[config.mk]
export PLATFORM = sky130hd
export DESIGN_NAME = jellyvl_etherneco_packet_tx_arbiter
export DESIGN_NICKNAME = d
export VERILOG_FILES = /design/src/rtl/jellyvl_etherneco_packet_tx_arbiter.sv
export SDC_FILE = /design/constraint.sdc
export NUM_CORES = 1
export LEC_CHECK = 0
export ABC_CLOCK_PERIOD_IN_PS = 2000
export CAP_MARGIN = 20
export CORE_ASPECT_RATIO = 1.75
export CORE_MARGIN = 4
export CORE_UTILIZATION = 38
export DETAILED_ROUTE_END_ITERATION = 6
export PLACE_DENSITY = 0.86
export SYNTH_ARGS = -nofsm -noshare
export SYNTH_HDL_FRONTEND = slang
export SYNTH_SLANG_ARGS = --single-unit
export TNS_END_PERCENT = 1
[constraint.sdc]
create_clock -name clk -period 2 [get_ports clk]
set_clock_uncertainty 0.15 [all_clocks]
set_input_delay 0.4 -clock clk [delete_from_list [all_inputs] [get_ports clk]]
set_output_delay 0.4 -clock clk [all_outputs]
set_load 0.01 [all_outputs]
[src/rtl/jellyvl_etherneco_packet_tx_arbiter.sv]
// ---------------------------------------------------------------------------
// jellyvl_etherneco_packet_tx_arbiter
//
// Purpose:
//   Shares one packet transmitter between NUM requesters using round-robin
//   arbitration. The winner's header parameters are latched and presented to
//   the transmitter together with a start request. The winner's payload
//   stream is routed into the transmitter, and the transmitter's output
//   stream is watched for end of packet. A programmable watchdog cancels a
//   packet that stops making progress.
//
// Ports:
//   clk, rst              clock, asynchronous active-high reset
//   param_timeout         stall limit in cycles (0 disables the watchdog)
//   s_req/_length/_type/_node
//                         per-requester level request and header fields
//   s_grant               one-hot current owner (zero when idle)
//   s_done, s_error       one-cycle end-of-packet pulses (error = cancelled)
//   s_payload_*           per-requester payload streams
//   m_start, m_cancel     transmitter start / cancel controls
//   m_param_*             latched header fields for the transmitter
//   m_tx_start            transmitter acknowledges start
//   m_payload_*           muxed payload stream into the transmitter
//   mon_tx_*              taps on the transmitter output handshake
// ---------------------------------------------------------------------------
module jellyvl_etherneco_packet_tx_arbiter #(
  parameter int NUM           = 2,
  parameter int TIMEOUT_WIDTH = 16
) (
  input  logic                     clk,
  input  logic                     rst,

  input  logic [TIMEOUT_WIDTH-1:0] param_timeout,

  input  logic [NUM-1:0]           s_req,
  input  logic [NUM*16-1:0]        s_req_length,
  input  logic [NUM*8-1:0]         s_req_type,
  input  logic [NUM*8-1:0]         s_req_node,
  output logic [NUM-1:0]           s_grant,
  output logic [NUM-1:0]           s_done,
  output logic [NUM-1:0]           s_error,

  input  logic [NUM-1:0]           s_payload_last,
  input  logic [NUM*8-1:0]         s_payload_data,
  input  logic [NUM-1:0]           s_payload_valid,
  output logic [NUM-1:0]           s_payload_ready,

  output logic                     m_start,
  output logic                     m_cancel,
  output logic [15:0]              m_param_length,
  output logic [7:0]               m_param_type,
  output logic [7:0]               m_param_node,
  input  logic                     m_tx_start,

  output logic                     m_payload_last,
  output logic [7:0]               m_payload_data,
  output logic                     m_payload_valid,
  input  logic                     m_payload_ready,

  input  logic                     mon_tx_last,
  input  logic                     mon_tx_valid,
  input  logic                     mon_tx_ready
);

  localparam int PTR_W = (NUM > 1) ? $clog2(NUM) : 1;

  typedef enum logic [2:0] {
    ST_IDLE,
    ST_START,
    ST_PAYLOAD,
    ST_WAIT_END,
    ST_DONE,
    ST_CANCEL
  } state_t;

  state_t                   state;
  logic [PTR_W-1:0]         rr_ptr;
  logic [PTR_W-1:0]         owner;
  logic [TIMEOUT_WIDTH-1:0] wdt;
  logic                     payload_end;

  logic [PTR_W-1:0]         win_idx;
  logic [PTR_W-1:0]         cand;
  logic                     found;
  logic [PTR_W-1:0]         next_ptr;
  logic                     mux_en;
  logic                     pay_beat;
  logic                     mon_beat;
  logic                     timeout_hit;

  // Round-robin search: first requester at or after rr_ptr, wrapping.
  always_comb begin
    win_idx = '0;
    cand    = '0;
    found   = 1'b0;
    for (int i = 0; i < NUM; i++) begin
      cand = PTR_W'((int'(rr_ptr) + i) % NUM);
      if (!found && s_req[cand]) begin
        found   = 1'b1;
        win_idx = cand;
      end
    end
    next_ptr = PTR_W'((int'(win_idx) + 1) % NUM);
  end

  // Payload routing. Once the owner's last beat has gone through during
  // START (transmitter FIFO prefill), the path is closed so that a following
  // packet's first beat cannot leak into this one.
  always_comb begin
    mux_en          = ((state == ST_START) || (state == ST_PAYLOAD)) && !payload_end;
    m_payload_valid = 1'b0;
    m_payload_last  = 1'b0;
    m_payload_data  = s_payload_data[int'(owner)*8 +: 8];
    s_payload_ready = '0;
    if (mux_en) begin
      m_payload_valid        = s_payload_valid[owner];
      m_payload_last         = s_payload_last[owner];
      s_payload_ready[owner] = m_payload_ready;
    end
  end

  assign pay_beat    = m_payload_valid && m_payload_ready;
  assign mon_beat    = mon_tx_valid && mon_tx_ready;
  assign timeout_hit = (param_timeout != '0) && (wdt == param_timeout);

  // Main FSM. The watchdog runs every cycle and is forced back to zero on
  // any progress beat; every state transition below also clears it, which
  // overrides the increment because it is the later assignment.
  always_ff @(posedge clk or posedge rst) begin
    if (rst) begin
      state          <= ST_IDLE;
      rr_ptr         <= '0;
      owner          <= '0;
      wdt            <= '0;
      payload_end    <= 1'b0;
      s_grant        <= '0;
      s_done         <= '0;
      s_error        <= '0;
      m_start        <= 1'b0;
      m_cancel       <= 1'b0;
      m_param_length <= '0;
      m_param_type   <= '0;
      m_param_node   <= '0;
    end else begin
      s_done  <= '0;
      s_error <= '0;

      if (pay_beat || mon_beat) begin
        wdt <= '0;
      end else if (!(&wdt)) begin
        wdt <= wdt + 1'b1;
      end

      case (state)
        ST_IDLE: begin
          if (|s_req) begin
            state          <= ST_START;
            owner          <= win_idx;
            s_grant        <= NUM'(1) << win_idx;
            rr_ptr         <= next_ptr;
            m_start        <= 1'b1;
            m_param_length <= s_req_length[int'(win_idx)*16 +: 16];
            m_param_type   <= s_req_type[int'(win_idx)*8 +: 8];
            m_param_node   <= s_req_node[int'(win_idx)*8 +: 8];
            payload_end    <= 1'b0;
            wdt            <= '0;
          end
        end

        ST_START: begin
          if (timeout_hit) begin
            state    <= ST_CANCEL;
            m_start  <= 1'b0;
            m_cancel <= 1'b1;
            wdt      <= '0;
          end else begin
            if (pay_beat && m_payload_last) begin
              payload_end <= 1'b1;
            end
            if (m_tx_start) begin
              state   <= ST_PAYLOAD;
              m_start <= 1'b0;
              wdt     <= '0;
            end
          end
        end

        // payload_end covers a packet whose whole payload was prefilled
        ST_PAYLOAD: begin
          if (timeout_hit) begin
            state    <= ST_CANCEL;
            m_cancel <= 1'b1;
            wdt      <= '0;
          end else if ((pay_beat && m_payload_last) || payload_end) begin
            state <= ST_WAIT_END;
            wdt   <= '0;
          end
        end

        ST_WAIT_END: begin
          if (timeout_hit) begin
            state    <= ST_CANCEL;
            m_cancel <= 1'b1;
            wdt      <= '0;
          end else if (mon_beat && mon_tx_last) begin
            state  <= ST_DONE;
            s_done <= s_grant;
            wdt    <= '0;
          end
        end

        ST_CANCEL: begin
          state    <= ST_DONE;
          m_cancel <= 1'b0;
          s_done   <= s_grant;
          s_error  <= s_grant;
          wdt      <= '0;
        end

        ST_DONE: begin
          state   <= ST_IDLE;
          s_grant <= '0;
          wdt     <= '0;
        end

        default: begin
          state <= ST_IDLE;
        end
      endcase
    end
  end

endmodule

; After elaboration in Yosys (flattened, before gate mapping)
; Index checks and enable logic that the tools add are counted.
[op_classes]
shifts = 5
magnitude_cmp = 4
n_mul = 0
eq_ne = 13
muxes = 50
bitwise = 1
reduce_logical = 28
n_addsub = 3
div_mod_pow = 0
[op_table]
columns = cell, n
row1 = $mux 16, 9
row2 = $pmux 16 s5, 1
row3 = $shiftx 16x5->8, 3
row4 = $shiftx 32x6->16, 1
row5 = $mux 1, 21
row6 = $mux 3, 7
row7 = $add 16x1->16 const B, 1
row8 = $eq 16x16->1, 1
row9 = $reduce_and 16->1, 1
row10 = $reduce_bool 16->1, 1
row11 = $pmux 3 s5, 1
row12 = $mux 2, 5
row13 = $logic_and 1x1->1, 8
row14 = $pmux 2 s2, 2
row15 = $reduce_and 4->1, 2
row16 = $eq 3x2->1 const B, 2
row17 = $eq 3x3->1 const B, 2
row18 = $lt 1x2->1 const B, 3
row19 = $ne 3x3->1 const B, 2
row20 = $pmux 1 s2, 3
row21 = $reduce_and 2->1, 3
row22 = $reduce_bool 2->1, 3
row23 = $ne 2x1->1 const B, 2
row24 = $ne 2x2->1 const B, 2
row25 = 13 further kinds, 18
[totals]
reg_bits = 62
n_memories = 0
inputBits = 109
romBits = 0
out_inout_bits = 52
mem_bits_rw = 0
latch_bits = 0
wordCells = 117

; Logic depth before layout (Yosys ltp)
; Gate-level depths: netlist of run 1.
[depth]
depth_word = 10
depth_mapped = 8
ltp_nobuf = 6

; Worst setup path before layout of run 1
; Ideal clock, no wire load.
[synth_timing]
path_type = reg2reg
start = register state[2]
end = register wdt[0]
path_stages_with_launch = 8
setup_ns = 0.145
setup_slack_ns = -0.149
required_ns = 1.705
synth_period_minus_slack_ns = 2.149
path_buffers = 2
arrival_time_ns = 1.854
path_cell_list = dfrtp_1 -> buf_6 -> or3b_1 -> or4b_4 -> nand4b_2 -> a32o_4 -> buf_12 -> nor3_2
[synth_between]
elab_chain_cells = 10
elab_cells_between_ends = 24
cone_classes = eq/ne: 5 / mux: 11 / reduce/logical: 8
[synth_lines]
columns = item, line_no
row1 = "start, declared", 76  ; state_t state;
row2 = "start signal, assigned", 131  ; state <= ST_IDLE;
row3 = "start signal, assigned", 157  ; state <= ST_START;
row4 = "start signal, assigned", 172  ; state <= ST_CANCEL;
row5 = $eq 3x1->1 or $eq 3x2->1 (tied branches), "110, 154"
row6 = $logic_or 1x1->1, 110  ; mux_en = ((state == ST_START) || (state == ST_PAYLOAD)) && !payload_end;
row7 = $logic_and 1x1->1, 110
row8 = $mux 1, 115  ; if (mux_en) begin
row9 = $logic_and 1x1->1, 122  ; assign pay_beat = m_payload_valid && m_payload_ready;
row10 = $logic_or 1x1->1 or $logic_and 1x1->1 (tied branches), "148, 194"
row11 = $mux 16 or $logic_or 1x1->1 (tied branches), "148, 194"
row12 = $mux 16 (on tied branches), "205, 180, 194"
row13 = $mux 16 (on tied branches), "201, 171, 190"
row14 = $pmux 16 s5 *, 154  ; case (state)
row15 = "end signal, assigned", 151  ; wdt <= wdt + 1'b1;
row16 = "end, declared", 79  ; logic [TIMEOUT_WIDTH-1:0] wdt;
; Every way passes the cells marked *; elsewhere a longest branch is shown, timed or not.
; A chain may end at the register's enable or synchronous reset.

; Worst setup path after layout of run 1
[layout_timing]
start = register state[2]
end = register wdt[7]
; Same word-level chain as after synthesis.

==> metrics, run 1 <==
syn_area_per_cell=approximately 10 sq um; Pre-antenna DRT Iters=4; switching power=about 2.4 mW; Critical Path RT=slightly above 2 ns; P&R area growth vs syn=77.2%; n_diodes=0; Commonest cells post-synth=dfrtp_1 (62), and3_1 (37), a221o_1 (32), xnor2_1 (19), nor2_1 (16); Post-Synth XOR/XNOR Area=0.0714; post-synthesis compound-gate area fraction=0.175; initial antenna violation count=0; CP Capture Type=flip-flop; WL/cell=~18 um; P_int=between 4 and 5 mW; max_slew headroom=0.706; failing checks=setup timing; Final ANT Viol Nets=0; CP Launch Type=flip-flop; count of final setup violators=20; TNS Setup=-1.57 ns; Num CTS Buffers=9; Period Utilization, post-route=1.05; Yosys top cell by area=dfrtp_1; Fin. Hold Viols=0; largest family of logic cells by synthesized area=simple AND/OR/NAND/NOR gates; syn_nets=around 440; share of cells above drive strength 1=0.262; die area=~0.011 sq mm; Adder-Cell Fraction of Synth Area=0.00364; PortBufs=between 150 and 200; DR vias=3601; first-pass GRT wire length=18400 um; Worst-Margin Slew=approximately 0.44 ns; Post-Syn Area=approximately 0.0034 sq mm; pin count of the biggest net entering global routing=63; RSZ-0062 raised after global routing=true; proportion of synthesized area in mux cells=0.0350; fin nets=643; hold crit path type=reg2reg; Routability Congestion=between 0.9 and 1; Fillers=about 660; Iter 0 DRT Violations=between 150 and 200; crit path kind=reg2reg; hold-fix buffer count after cts=0; Util after Layout=0.697; gr ovfl total=0; leakage=around 2.7 nW; PwrDens=approximately 1200 mW/mm^2; number of flops mapped to enable cells by yosys=0; CP max FO=5; final worst slack=-0.106 ns; floorplan row count=45; Sw Share=0.336; via/cell ratio=~5.5; min cycle time layout=~2.1 ns; io pins=161; Sink Count=62; root cell of the clock tree=clkbuf_16; final WL=roughly 12000 um; library cells used by synthesis=47; DIE HEIGHT=between 100 and 150 um; Max-cap violations=0; flop and latch count out of synthesis=between 60 and 70; Synth warnings=0; Final Slew Violations=0; worst skew pair latency=around 0.33 ns; Clk pin slew, worst setup/hold paths=0.05 ns; Synth Area in Simple Gates=0.217; f_max=~470 MHz; ys async rst share=1.00; most numerous cell in the Yosys netlist=dfrtp_1; DRC=0; Peak VDD IR=around 630 uV; Seq/Total Area, Yosys=0.452; die width=79.9 um; post-synth top area share=0.452; Initial Util=0.394; top_reg_cell synth=dfrtp_1; DP Wirelength=8650 um; CTS tree=built; Worst Path Arrival=~2.2 ns; footprint of the multi-input gates=between 0.0015 and 0.002 sq mm; CORE AREA=just under 0.009 sq mm; Reg area=between 0.0015 and 0.002 sq mm; Syn Inst Count=328; Gate power share=0.509; synth top area cells=dfrtp_1 (45%), a221o_1 (9.3%), and3_1 (6.7%); clock share of power=0.225; status=complete, but fails checks; Seq pwr share=0.266; CTS H-tree lvls=3; number of global-route vias before repair=3820; GRT Total Usage=0.218; Clock Path Buffers=2
## layer usage
layer,up-vias,track usage,share of wire
met2,152,0.403,0.56
met4,0,0.102,0.034
met5,-,0,0
met1,1749,0.230,0.35
li1,1667,-,-
met3,33,0.0430,0.060
## worst max-delay path, cell delays in order (launching register included)
cell	delay, ns
dfrtp_1	0.41
or3b_1	0.38
or4b_4	0.56
nand4b_4	0.14
a32o_2	0.17
buf_6	0.13
nor3_2	0.05
## power groups by stage
stage | combinational [mW] | clock [mW] | sequential, mW
6_report | 3.71 | 1.64 | 1.94
3_3_place_gp | 3.28 | 0 | 1.93
2_1_floorplan | 1.53 | 0 | 2.08
3_5_place_dp | 3.38 | 0 | 1.95
4_1_cts | 3.59 | 1.66 | 1.94
5_1_grt | 3.95 | 1.71 | 1.99
## flip-flops by register name (all words and copies together) (netlist names)
register / cells
m_param_length: 16
wdt: 16
m_param_node: 8
m_param_type: 8
state: 3
s_done: 2
s_error: 2
s_grant: 2
m_cancel: 1
m_start: 1
owner: 1
payload_end: 1
rr_ptr: 1
## repair_timing
item | CTS | global route
gates resized for setup | 47 | 33
setup endpoints to repair | 61 | 42
setup buffers | 4 | 6
gates cloned | 1 | 0
pin swaps | 9 | 15
## cell families after synthesis
logic type	Yosys count
buffers and inverters	33
adders and majority gates	1
muxes	11
and+or+nand+nor	121
xor gates and xnor gates	28
AOI/OAI and AO/OA	72
DFF	62
## path summary, 6_finish.rpt
check / startpoint / to / slack [ns] / depth (start not counted)
worst min register to register: m_param_length[0] / m_param_length[0] / 0.36 / 1
min in group asynchronous: rst / m_param_node[2] / 0.37 / 3
worst min-delay path: m_param_length[0] / m_param_length[0] / 0.36 / 1
worst max register to register: state[2] / wdt[7] / -0.11 / 6
worst max-delay path: state[2] / wdt[7] / -0.11 / 6
max in group asynchronous: rst / owner / 1.05 / 3
## cell usage in the layout (no fill, tap or decap), types with 2 or more instances in the layout
cell,netlist,layout
clkinv_2,0,2
nor4_2,1,7
clkdlybuf4s50_1,0,143
clkbuf_8,0,4
a41o_1,2,2
nand2_1,13,12
clkbuf_16,0,9
clkbuf_2,1,6
dlygate4sd2_1,0,2
a31oi_1,3,2
nor4_4,0,3
a21oi_1,10,9
buf_2,9,4
a22o_1,2,2
nor3_2,10,11
xnor2_1,19,17
mux2_2,8,8
a21o_1,2,2
a211oi_1,9,9
buf_12,1,7
nand4_1,5,5
nor2_2,0,3
a22oi_1,3,3
buf_4,0,46
and3_1,37,36
inv_1,6,5
xor2_1,9,8
o21ai_0,4,4
dlymetal6s2s_1,0,3
xnor2_2,0,2
nor2_1,16,13
dfrtp_1,62,61
or2_2,3,3
nor4_1,12,3
nor3_1,5,4
nand3_1,6,5
clkdlybuf4s15_1,0,2
a221o_1,32,32
buf_6,1,7
## per-stage QoR
| stage | power (mW) | setup WS (ns) | instance area [sq um] | cells | hold slack, ns |
|---|---|---|---|---|---|
| floorplan | 3.61 | -0.0883 | 3450 | 328 | 0.318 |
| global placement | 5.21 | -0.492 | 5530 | 628 | 0.345 |
| detailed placement | 5.33 | -0.558 | 5530 | 628 | 0.347 |
| CTS | 7.18 | -0.0651 | 5950 | 649 | 0.364 |
| global route | 7.65 | -0.122 | 6090 | 655 | 0.380 |
| finish | 7.29 | -0.106 | 6090 | 655 | 0.361 |
## cell type report
cell class              count  share of cell area
multi-input cells         234               0.316
well taps                 117              0.0240
inverters                   6             0.00432
clock inverters             3             0.00658
repair buffers            220               0.348
clock buffers              13              0.0460
flip-flops and latches     62               0.255
No activity file was read; power rests on OpenSTA's default activity.
==> run 2, diff against run 1 <==
--- a/config.mk
+++ b/config.mk
@@ -6,12 +6,12 @@
 export NUM_CORES = 1
 export LEC_CHECK = 0
 export ABC_CLOCK_PERIOD_IN_PS = 2000
-export CAP_MARGIN = 20
 export CORE_ASPECT_RATIO = 1.75
 export CORE_MARGIN = 4
 export CORE_UTILIZATION = 38
 export DETAILED_ROUTE_END_ITERATION = 6
 export PLACE_DENSITY = 0.86
+export SLEW_MARGIN = 20
 export SYNTH_ARGS = -nofsm -noshare
 export SYNTH_HDL_FRONTEND = slang
 export SYNTH_SLANG_ARGS = --single-unit
==> results of run 2 <==
Final layout, timing and power as in run 1 (identical DEF).
